### config.mk
export PLATFORM = sky130hd
export DESIGN_NAME = move_frame_decoder
export DESIGN_NICKNAME = d
export VERILOG_FILES = /design/src/rtl/move_frame_decoder_pkg.sv /design/src/rtl/move_frame_decoder_byte_timeout.sv /design/src/rtl/move_frame_decoder.sv
export SDC_FILE = /design/constraint.sdc
export NUM_CORES = 1
export LEC_CHECK = 0
export CORE_ASPECT_RATIO = 1.2
export CORE_UTILIZATION = 45
export CTS_BUF_LIST = sky130_fd_sc_hd__clkbuf_4
export DETAILED_ROUTE_END_ITERATION = 6
export MAX_ROUTING_LAYER = met4
export PLACE_DENSITY = 0.75
export SLEW_MARGIN = 20
export SYNTH_ARGS = -nofsm -noshare
export SYNTH_HDL_FRONTEND = slang
export SYNTH_SLANG_ARGS = --single-unit
### constraint.sdc
create_clock -name clock -period 2.1 [get_ports clock]
set_input_delay 0.315 -clock clock [delete_from_list [all_inputs] [get_ports clock]]
set_output_delay 0.315 -clock clock [all_outputs]
set_load 0.03 [all_outputs]
### src/rtl/move_frame_decoder_pkg.sv
// Shared constants and types for the move-link frame decoder.
// Latency: n/a (package only).
// Backpressure: n/a (package only).
//
// Frame layout: A5 header, {color, rsvd, move[21:16]}, move[15:8], move[7:0],
// then an XOR checksum over the three payload bytes.
package move_frame_decoder_pkg;

  localparam logic [7:0] FRAME_HDR = 8'hA5;
  localparam int         MOVE_W    = 22;
  localparam int         COLOR_BIT = 7;
  localparam int         RSVD_BIT  = 6;

  // FSM encoding, kept as plain constants so older tools can read it
  localparam logic [2:0] ST_IDLE    = 3'd0;
  localparam logic [2:0] ST_GOT_HDR = 3'd1;
  localparam logic [2:0] ST_GOT_B1  = 3'd2;
  localparam logic [2:0] ST_GOT_B2  = 3'd3;
  localparam logic [2:0] ST_GOT_B3  = 3'd4;

  // Frame contents collected while the checksum byte is still outstanding
  typedef struct packed {
    logic              color;
    logic              rsvd;
    logic [MOVE_W-1:0] move;
  } shadow_t;

endpackage

### src/rtl/move_frame_decoder_byte_timeout.sv
// Inter-byte watchdog: flags when TIMEOUT_CYCLES pass with no byte in a frame.
// Latency: expired is combinational, high in the cycle whose edge makes the count reach the limit.
// Backpressure: none; clear (a new byte) always beats expiry on the same edge.
//
// Ports:
//   clock   in  system clock
//   reset   in  synchronous, active-low
//   enable  in  1 while a frame is in progress; 0 holds the count at zero
//   clear   in  restart the count (one byte received)
//   expired out one-cycle pulse as the count reaches TIMEOUT_CYCLES
module move_frame_decoder_byte_timeout #(
  parameter int TIMEOUT_CYCLES = 200000,
  parameter int TO_W           = 18
) (
  input  logic clock,
  input  logic reset,
  input  logic enable,
  input  logic clear,
  output logic expired
);

  localparam logic [TO_W-1:0] LIMIT    = TO_W'(TIMEOUT_CYCLES);
  localparam logic [TO_W-1:0] LIMIT_M1 = TO_W'(TIMEOUT_CYCLES - 1);

  logic [TO_W-1:0] cnt_q;
  logic [TO_W-1:0] cnt_d;

  always_comb begin
    cnt_d = cnt_q;
    if (clear || !enable) begin
      cnt_d = '0;
    end else if (cnt_q != LIMIT) begin
      // saturates at LIMIT so the pulse cannot repeat while waiting
      cnt_d = cnt_q + 1'b1;
    end
  end

  // Fires on the edge that takes the count to LIMIT; never when a byte lands
  assign expired = enable && !clear && (cnt_q == LIMIT_M1);

  always_ff @(posedge clock) begin
    if (!reset) begin
      cnt_q <= '0;
    end else begin
      cnt_q <= cnt_d;
    end
  end

endmodule

### src/rtl/move_frame_decoder.sv
// Receive-side decoder for the 5-byte move frame arriving as UART byte strobes.
// Latency: end_receive / frame_error pulse 1 cycle after the rx_finish carrying the checksum byte.
// Backpressure: none; every byte is consumed the cycle it is strobed.
//
// Ports:
//   clock, reset       system clock, synchronous active-low reset
//   rx_byte, rx_finish received byte and its one-cycle strobe
//   move_out, color    last good move and colour, held between frames
//   end_receive        one-cycle pulse when move_out/color update
//   frame_error        one-cycle pulse on bad checksum, reserved bit set, or timeout
//   busy               1 while a frame is being collected
module move_frame_decoder
  import move_frame_decoder_pkg::*;
#(
  parameter int TIMEOUT_CYCLES = 200000,
  parameter int TO_W           = 18
) (
  input  logic              clock,
  input  logic              reset,
  input  logic [7:0]        rx_byte,
  input  logic              rx_finish,
  output logic [MOVE_W-1:0] move_out,
  output logic              color,
  output logic              end_receive,
  output logic              frame_error,
  output logic              busy
);

  logic [2:0]        state_q, state_d;
  shadow_t           shadow_q, shadow_d;
  logic [7:0]        csum_q, csum_d;
  logic [MOVE_W-1:0] move_q, move_d;
  logic              color_q, color_d;
  logic              er_q, er_d;
  logic              fe_q, fe_d;
  logic              busy_q;
  logic              expired;

  move_frame_decoder_byte_timeout #(
    .TIMEOUT_CYCLES (TIMEOUT_CYCLES),
    .TO_W           (TO_W)
  ) u_timeout (
    .clock   (clock),
    .reset   (reset),
    .enable  (state_q != ST_IDLE),
    .clear   (rx_finish),
    .expired (expired)
  );

  always_comb begin
    state_d  = state_q;
    shadow_d = shadow_q;
    csum_d   = csum_q;
    move_d   = move_q;
    color_d  = color_q;
    er_d     = 1'b0;
    fe_d     = 1'b0;

    if (rx_finish) begin
      case (state_q)
        ST_IDLE: begin
          // non-header bytes in IDLE are line noise and dropped silently
          if (rx_byte == FRAME_HDR) begin
            state_d = ST_GOT_HDR;
            csum_d  = 8'h00;
          end
        end
        ST_GOT_HDR: begin
          shadow_d.color        = rx_byte[COLOR_BIT];
          shadow_d.rsvd         = rx_byte[RSVD_BIT];
          shadow_d.move[21:16]  = rx_byte[5:0];
          csum_d                = csum_q ^ rx_byte;
          state_d               = ST_GOT_B1;
        end
        ST_GOT_B1: begin
          shadow_d.move[15:8] = rx_byte;
          csum_d              = csum_q ^ rx_byte;
          state_d             = ST_GOT_B2;
        end
        ST_GOT_B2: begin
          shadow_d.move[7:0] = rx_byte;
          csum_d             = csum_q ^ rx_byte;
          state_d            = ST_GOT_B3;
        end
        ST_GOT_B3: begin
          if ((rx_byte == csum_q) && !shadow_q.rsvd) begin
            move_d  = shadow_q.move;
            color_d = shadow_q.color;
            er_d    = 1'b1;
          end else begin
            fe_d = 1'b1;
          end
          state_d = ST_IDLE;
        end
        default: state_d = ST_IDLE;
      endcase
    end else if (expired) begin
      // stalled link: abandon the partial frame
      state_d = ST_IDLE;
      fe_d    = 1'b1;
    end
  end

  always_ff @(posedge clock) begin
    if (!reset) begin
      state_q  <= ST_IDLE;
      shadow_q <= '0;
      csum_q   <= 8'h00;
      move_q   <= '0;
      color_q  <= 1'b0;
      er_q     <= 1'b0;
      fe_q     <= 1'b0;
      busy_q   <= 1'b0;
    end else begin
      state_q  <= state_d;
      shadow_q <= shadow_d;
      csum_q   <= csum_d;
      move_q   <= move_d;
      color_q  <= color_d;
      er_q     <= er_d;
      fe_q     <= fe_d;
      // registered alongside the state so busy tracks it without lag
      busy_q   <= (state_d != ST_IDLE);
    end
  end

  assign move_out    = move_q;
  assign color       = color_q;
  assign end_receive = er_q;
  assign frame_error = fe_q;
  assign busy        = busy_q;

endmodule

==> reports/qor.csv, run 1 <==
metric,value,unit
status,"finished, final reports clean",
multiplexer share of the synthesized area,2.728,%
synthesized cell area,0.003302,sq mm
fraction of the yosys area taken by sequential cells,47.90,%
Via Count,2738,
CTS buffer count,9,
Fmax achieved,491.2,MHz
RSZ-0062 raised after global routing,false,
total I/O pin count,37,
fraction of registers with async set/reset,0,%
Placement Rows,33,
first-pass GRT wire length,11410,um
final slew viol count,0,
Switching Fraction,21.94,%
Hold Buf Count CTS,0,
vias in the first global route,2492,
cells after synthesis,389,
Chip Height,95.84,um
"EDFF count, synth",0,
slew margin rel.,71.15,%
Cell Pwr Density,657.5,mW/mm^2
routability cong.,0.8716,
final hold slack,0.2462,ns
Synth warnings,0,
final hold violation count,0,
fillers,635,
Overflow after GRT,0,
Mean Syn Cell Area,8.488,sq um
Critical Path End Type,flop,
"most common cell after layout, fill and taps aside",dfxtp_1,
antenna violations before repair,0,
TritonCTS clock tree,done,
final setup TNS,0,ns
number of synthesized register bits,79,
largest net degree at the start of global routing,48,
Die X,80.20,um
register area,0.001582,sq mm
DRT Pass-1 Iters,4,
worst endpoint required time,2.40,ns
clock network fraction of total power,38.6,%
WL final,6939,um
compound-gate portion of the synthesized area,11.10,%
Setup CP Type,flop to flop,
adder-cell share of the synthesized area,0.7579,%
Placeable Area,0.006978,sq mm
Starting Density,47.32,%
"Distinct cells, synth",46,
Most used DFF post-synth,dfxtp_1,
Comb power frac,3.7,%
worst min-delay path category,input port to flop,
fin crit period,2.036,ns
H-tree Lvls,3,
Post-Synth XOR/XNOR Area,5.836,%
area grow syn2layout,19.63,%
Net Sw Power,0.0005697,W
Final Setup Violations,0,
clock latency on the worst-skew pair,0.41,ns
max_cap viols,0,
detailed-route DRC error count,0,
Clock Sinks,79,
CP arrival,2.34,ns
WL/cell,13.27,um
First DRT Iteration DRCs,137,
Worst setup SP type,flop,
Peak VDD IR,390.0,uV
Worst Max-Slew Pin Slew,0.4327,ns
"CTS clk-pin slew, worst paths",0.11,ns
"commonest cells after routing, fill and taps aside","dfxtp_1, nand2_1, nor2_1, clkdlybuf4s50_1, o21ai_0",
Tcrit/Tclk final,96.95,%
multi-input logic area,0.001574,sq mm
largest family of logic cells by synthesized area,simple AND/OR/NAND/NOR gates,
total track usage,19.90,%
Post-Synth Simple-Gate Area,27.25,%
Internal Power,0.002028,W
"Max FO, Critical Path",4,
die footprint,0.007685,sq mm
Syn Nets,402,
CTS Buffer Depth,2,
sequential fraction of design power,57.7,%
Nets,444,
Final ANT Viol Nets,0,
I/O Buffers,36,
diode count,0,
layout cells sized above 1,11.01,%
HPWL Detailed,4818,um
Via density,5.235,
Max Clock Skew,0.01497,ns
root buf cell,clkbuf_4,
leakage,1.353,nW
[final cells by class]
class | count | area share [%]
clock inverters | 6 | 2.154
repair buffers | 54 | 12.73
inverters | 6 | 0.5702
clock buffers | 10 | 1.901
multi-input cells | 281 | 39.85
flip-flops and latches | 79 | 40.04
well taps | 87 | 2.756
[sequential cells by signal (all words and copies together), names as in the netlist]
| register | flops |
|---|---|
| csum_q | 8 |
| u_timeout.cnt_q | 18 |
| color | 1 |
| shadow_q | 24 |
| end_receive | 1 |
| frame_error | 1 |
| state_q | 3 |
| move_out | 22 |
| busy | 1 |
[per-layer routing]
metal,vias up,wire [um],track usage (%)
met2,54,3435,34.05
met1,1258,3119,22.18
met4,0,134,9.970
li1,1410,-,-
met5,-,0,-
met3,16,249,3.697
[worst max-delay path: stages, from the launching register on]
cell,delay (ns)
dfxtp_1,0.35
or4_4,0.55
nor4_4,0.31
nand4_2,0.18
a41o_1,0.29
a211o_1,0.27
[Yosys cell counts (all sizes together), types with 2 or more instances]
master  count  area, sq um
a21oi      28        140.1
and2        2        12.51
and3       11        71.31
and4        2        18.77
buf         5        26.27
clkbuf     18        97.59
dfxtp      79         1582
ha          2        25.02
inv         5        18.77
mux2i       9        90.09
nand2      62        232.7
nand3      33        170.2
nand3b      8        60.06
nand4       6        43.79
nor2       37        138.9
nor3        5        30.03
nor4        3        33.78
o21ai      33        165.2
or2b        2        17.52
or3         2        13.77
xnor2       8        70.07
xor2       14        122.6
[final timing paths]
path	start	endpoint	slack, ns	cells after the start
worst min register to register	shadow_q[7]	shadow_q[7]	0.46	2
worst min-delay path	reset	state_q[0]	0.25	2
worst max register to register	u_timeout.cnt_q[12]	busy	0.06	5
worst max-delay path	u_timeout.cnt_q[12]	busy	0.06	5
[logic make-up (layout without fill, tap and decap cells)]
kind of cell / count (synthesis) / after routing
mux: 9 / 9
simple gates: 180 / 180
fa+ha+maj: 2 / 2
xor+xnor: 22 / 22
flops: 79 / 79
buf+inv: 29 / 76
compound gates: 68 / 68
[per-stage QoR]
step	setup slack [ns]	instances	instance area [sq um]	utilization, %	power [W]
detailed placement	-0.01085	506	3782	54.20	0.001627
CTS	0.05052	522	3943	56.50	0.002621
global route	0.004835	523	3950	56.61	0.002701
global placement	0.02632	506	3782	54.20	0.001627
floorplan	0.1981	389	3302	-	0.001581
finish	0.06410	523	3950	56.61	0.002597
[power by group through the flow]
| stage | clock network (W) | logic (W) | registers (W) |
|---|---|---|---|
| floorplan | 0 | 0.0000484 | 0.00153 |
| global placement | 0 | 0.0000939 | 0.00153 |
| detailed placement | 0 | 0.0000944 | 0.00153 |
| CTS | 0.00103 | 0.0000948 | 0.00150 |
| global route | 0.00110 | 0.000102 | 0.00150 |
| finish | 0.00100 | 0.0000952 | 0.00150 |
[timing repair]
action	4_1_cts	5_1_grt
buffers inserted	0	1
gates resized for setup	0	0
endpoints found under the setup margin	0	1
No activity file was read; power rests on OpenSTA's default activity.
==> run 2: changes to the inputs <==
- REMOVE_ABC_BUFFERS: default -> 1
==> run 2 against run 1 <==
Against the previous run: clock-buffer cell count shrank 1; via count grew 0.29%; flip-flop and latch count is the same; final area shrank 0.19%; largest power group unchanged; core utilization shrank 0.11 points; register-to-register slack gained 0.096 ns; setup slack gained 0.096 ns.
==> reports/qor.csv, run 2 (same netlist as run 1, synthesis figures left out) <==
metric,value,unit,change
"CTS clk-pin slew, worst paths",0.13,ns,was 0.11 ns
pre-CTS WS,-0.04799,ns,was -0.01085 ns
slew margin rel.,71.29,%,was 71.15%
WL/cell,12.89,um,was 13.27 um
Tcrit/Tclk final,92.37,%,was 96.95%
"commonest cells after routing, fill and taps aside","dfxtp_1, nand2_1, nor2_1, clkdlybuf4s50_1, o21ai_0",,unchanged
die footprint,0.007685,sq mm,unchanged
RSZ-0062 raised after global routing,false,,unchanged
total I/O pin count,37,,unchanged
DRT Pass-1 Iters,4,,unchanged
Hold Path Stages,2,,unchanged
root buf cell,clkbuf_4,,unchanged
"most common cell after layout, fill and taps aside",dfxtp_1,,unchanged
TritonCTS clock tree,done,,unchanged
reg2reg setup slack,0.16,ns,was 0.06 ns
Worst Max-Slew Pin Slew,0.4306,ns,was 0.4327 ns
layout cells sized above 1,11.44,%,was 11.01%
fillers,623,,was 635
Placement Rows,33,,unchanged
Hold EP,state_q[0],,unchanged
Nets,445,,was 444
r2r startpoint,u_timeout.cnt_q[12],,unchanged
Die X,80.20,um,unchanged
Fmax achieved,515.5,MHz,was 491.2 MHz
CTS Buffer Depth,2,,unchanged
Worst setup SP type,flop,,unchanged
Clock Sinks,79,,unchanged
Max Clock Skew,0.02562,ns,was 0.01497 ns
worst min-delay path category,input port to flop,,unchanged
diode count,0,,unchanged
Via Count,2746,,"was 2,738"
Worst Slack Setup Final,0.1602,ns,was 0.06410 ns
Power Total,0.002532,W,was 0.002597 W
clock latency on the worst-skew pair,0.43,ns,was 0.41 ns
First DRT Iteration DRCs,193,,was 137
max FFs per register,24,,unchanged
Cell Pwr Density,642.2,mW/mm^2,was 657.5 mW/mm^2
post-cts sizing count,0,,unchanged
antenna violations before repair,0,,unchanged
area grow syn2layout,19.40,%,was 19.63%
Placement Cell Area,0.003790,sq mm,was 0.003782 sq mm
WL final,6752,um,was 6939 um
I/O Buffers,36,,unchanged
Via density,5.240,,was 5.235
Peak VDD IR,401.7,uV,was 390.0 uV
worst hold start,reset,,unchanged
Critical Path End Type,flop,,unchanged
HPWL Detailed,4651,um,was 4818 um
FF-to-FF path depth,5,,unchanged
Starting Density,47.32,%,unchanged
"Max FO, Critical Path",4,,unchanged
Final Setup Violations,0,,unchanged
worst endpoint required time,2.42,ns,was 2.40 ns
Largest Register,shadow_q,,unchanged
Overflow after GRT,0,,unchanged
H-tree Lvls,3,,unchanged
register area,0.001582,sq mm,unchanged
CTS buffer count,9,,unchanged
final hold violation count,0,,unchanged
Final Cell Area,0.003943,sq mm,was 0.003950 sq mm
Setup CP Type,flop to flop,,unchanged
postcts setup bufs,0,,unchanged
fin crit period,1.940,ns,was 2.036 ns
worst flop-to-flop path endpoint,busy,,unchanged
first-pass GRT wire length,11390,um,"was 11,410 um"
vias in the first global route,2555,,"was 2,492"
Placeable Area,0.006978,sq mm,unchanged
Hold Buf Count CTS,0,,unchanged
status,"finished, final reports clean",,unchanged
largest net degree at the start of global routing,48,,unchanged
total track usage,19.72,%,was 19.90%
multi-input logic area,0.001574,sq mm,unchanged
max_cap viols,0,,unchanged
Chip Height,95.84,um,unchanged
routability cong.,0.8278,,was 0.8716
Final ANT Viol Nets,0,,unchanged
CP arrival,2.26,ns,was 2.34 ns
detailed-route DRC error count,0,,unchanged
leakage,1.351,nW,was 1.353 nW
final slew viol count,0,,unchanged
## run 2: cell types whose count changed in the layout (fill, tap and decap cells not counted), sizes merged
cell,previous run,this run
buf,19,20
clkbuf,10,9
clkinv,4,3
inv,5,8
bufinv,2,1
## run 2: final cells by class
class	instances	area share, %
Multi-Input combinational cell	281	39.92
Sequential cell	79	40.11
Clock inverter	7	1.968
Clock buffer	9	1.714
Timing Repair Buffer	55	12.95
Tap cell	87	2.761
Inverter	6	0.5712
## run 2: stage by stage
step / std cells / setup TNS (ns) / util (%) / hold WS, ns
finish: 524 / 0 / 56.50 / 0.2592
global route: 524 / 0 / 56.50 / 0.2281
CTS: 523 / 0 / 56.39 / 0.2366
detailed placement: 507 / -0.5839 / 54.31 / 0.4468
global placement: 507 / -0.1853 / 54.31 / 0.4401
floorplan: 366 / -3.824 / - / 0.4328
## run 2: layer usage
layer  track usage, %  vias to the layer above  routed length (um)
met5                -                        -                   0
met4            6.548                        0                  98
met3            5.498                       11                 242
li1                 -                     1414                   -
met2            33.19                       48                3281
met1            22.61                     1273                3129
## run 2: how the worst max path moves through the flow
stage | startpoint | to | slack, ns | cells past startpoint
5_1_grt | u_timeout.cnt_q[12] | busy | 0.09 | 5
6_report | u_timeout.cnt_q[12] | busy | 0.16 | 5
4_1_cts | u_timeout.cnt_q[12] | busy | 0.02 | 5
2_1_floorplan | csum_q[7] | color | -0.17 | 5
3_3_place_gp | rx_byte[2] | csum_q[3] | -0.03 | 6
3_5_place_dp | rx_byte[6] | move_out[8] | -0.05 | 7
## run 2: power by group
part           total (W)  switching [W]  internal [W]
registers        0.00150    0.000000427       0.00150
clock network   0.000936       0.000561      0.000375
logic          0.0000961      0.0000588     0.0000373
total            0.00253       0.000620       0.00191
## run 2: worst max-delay path: stages, from the launching register on
cell and delay (ns):
dfxtp_1 0.35, or4_4 0.55, nor4_4 0.21, nand4_2 0.17, a41o_1 0.30, a211o_1 0.26
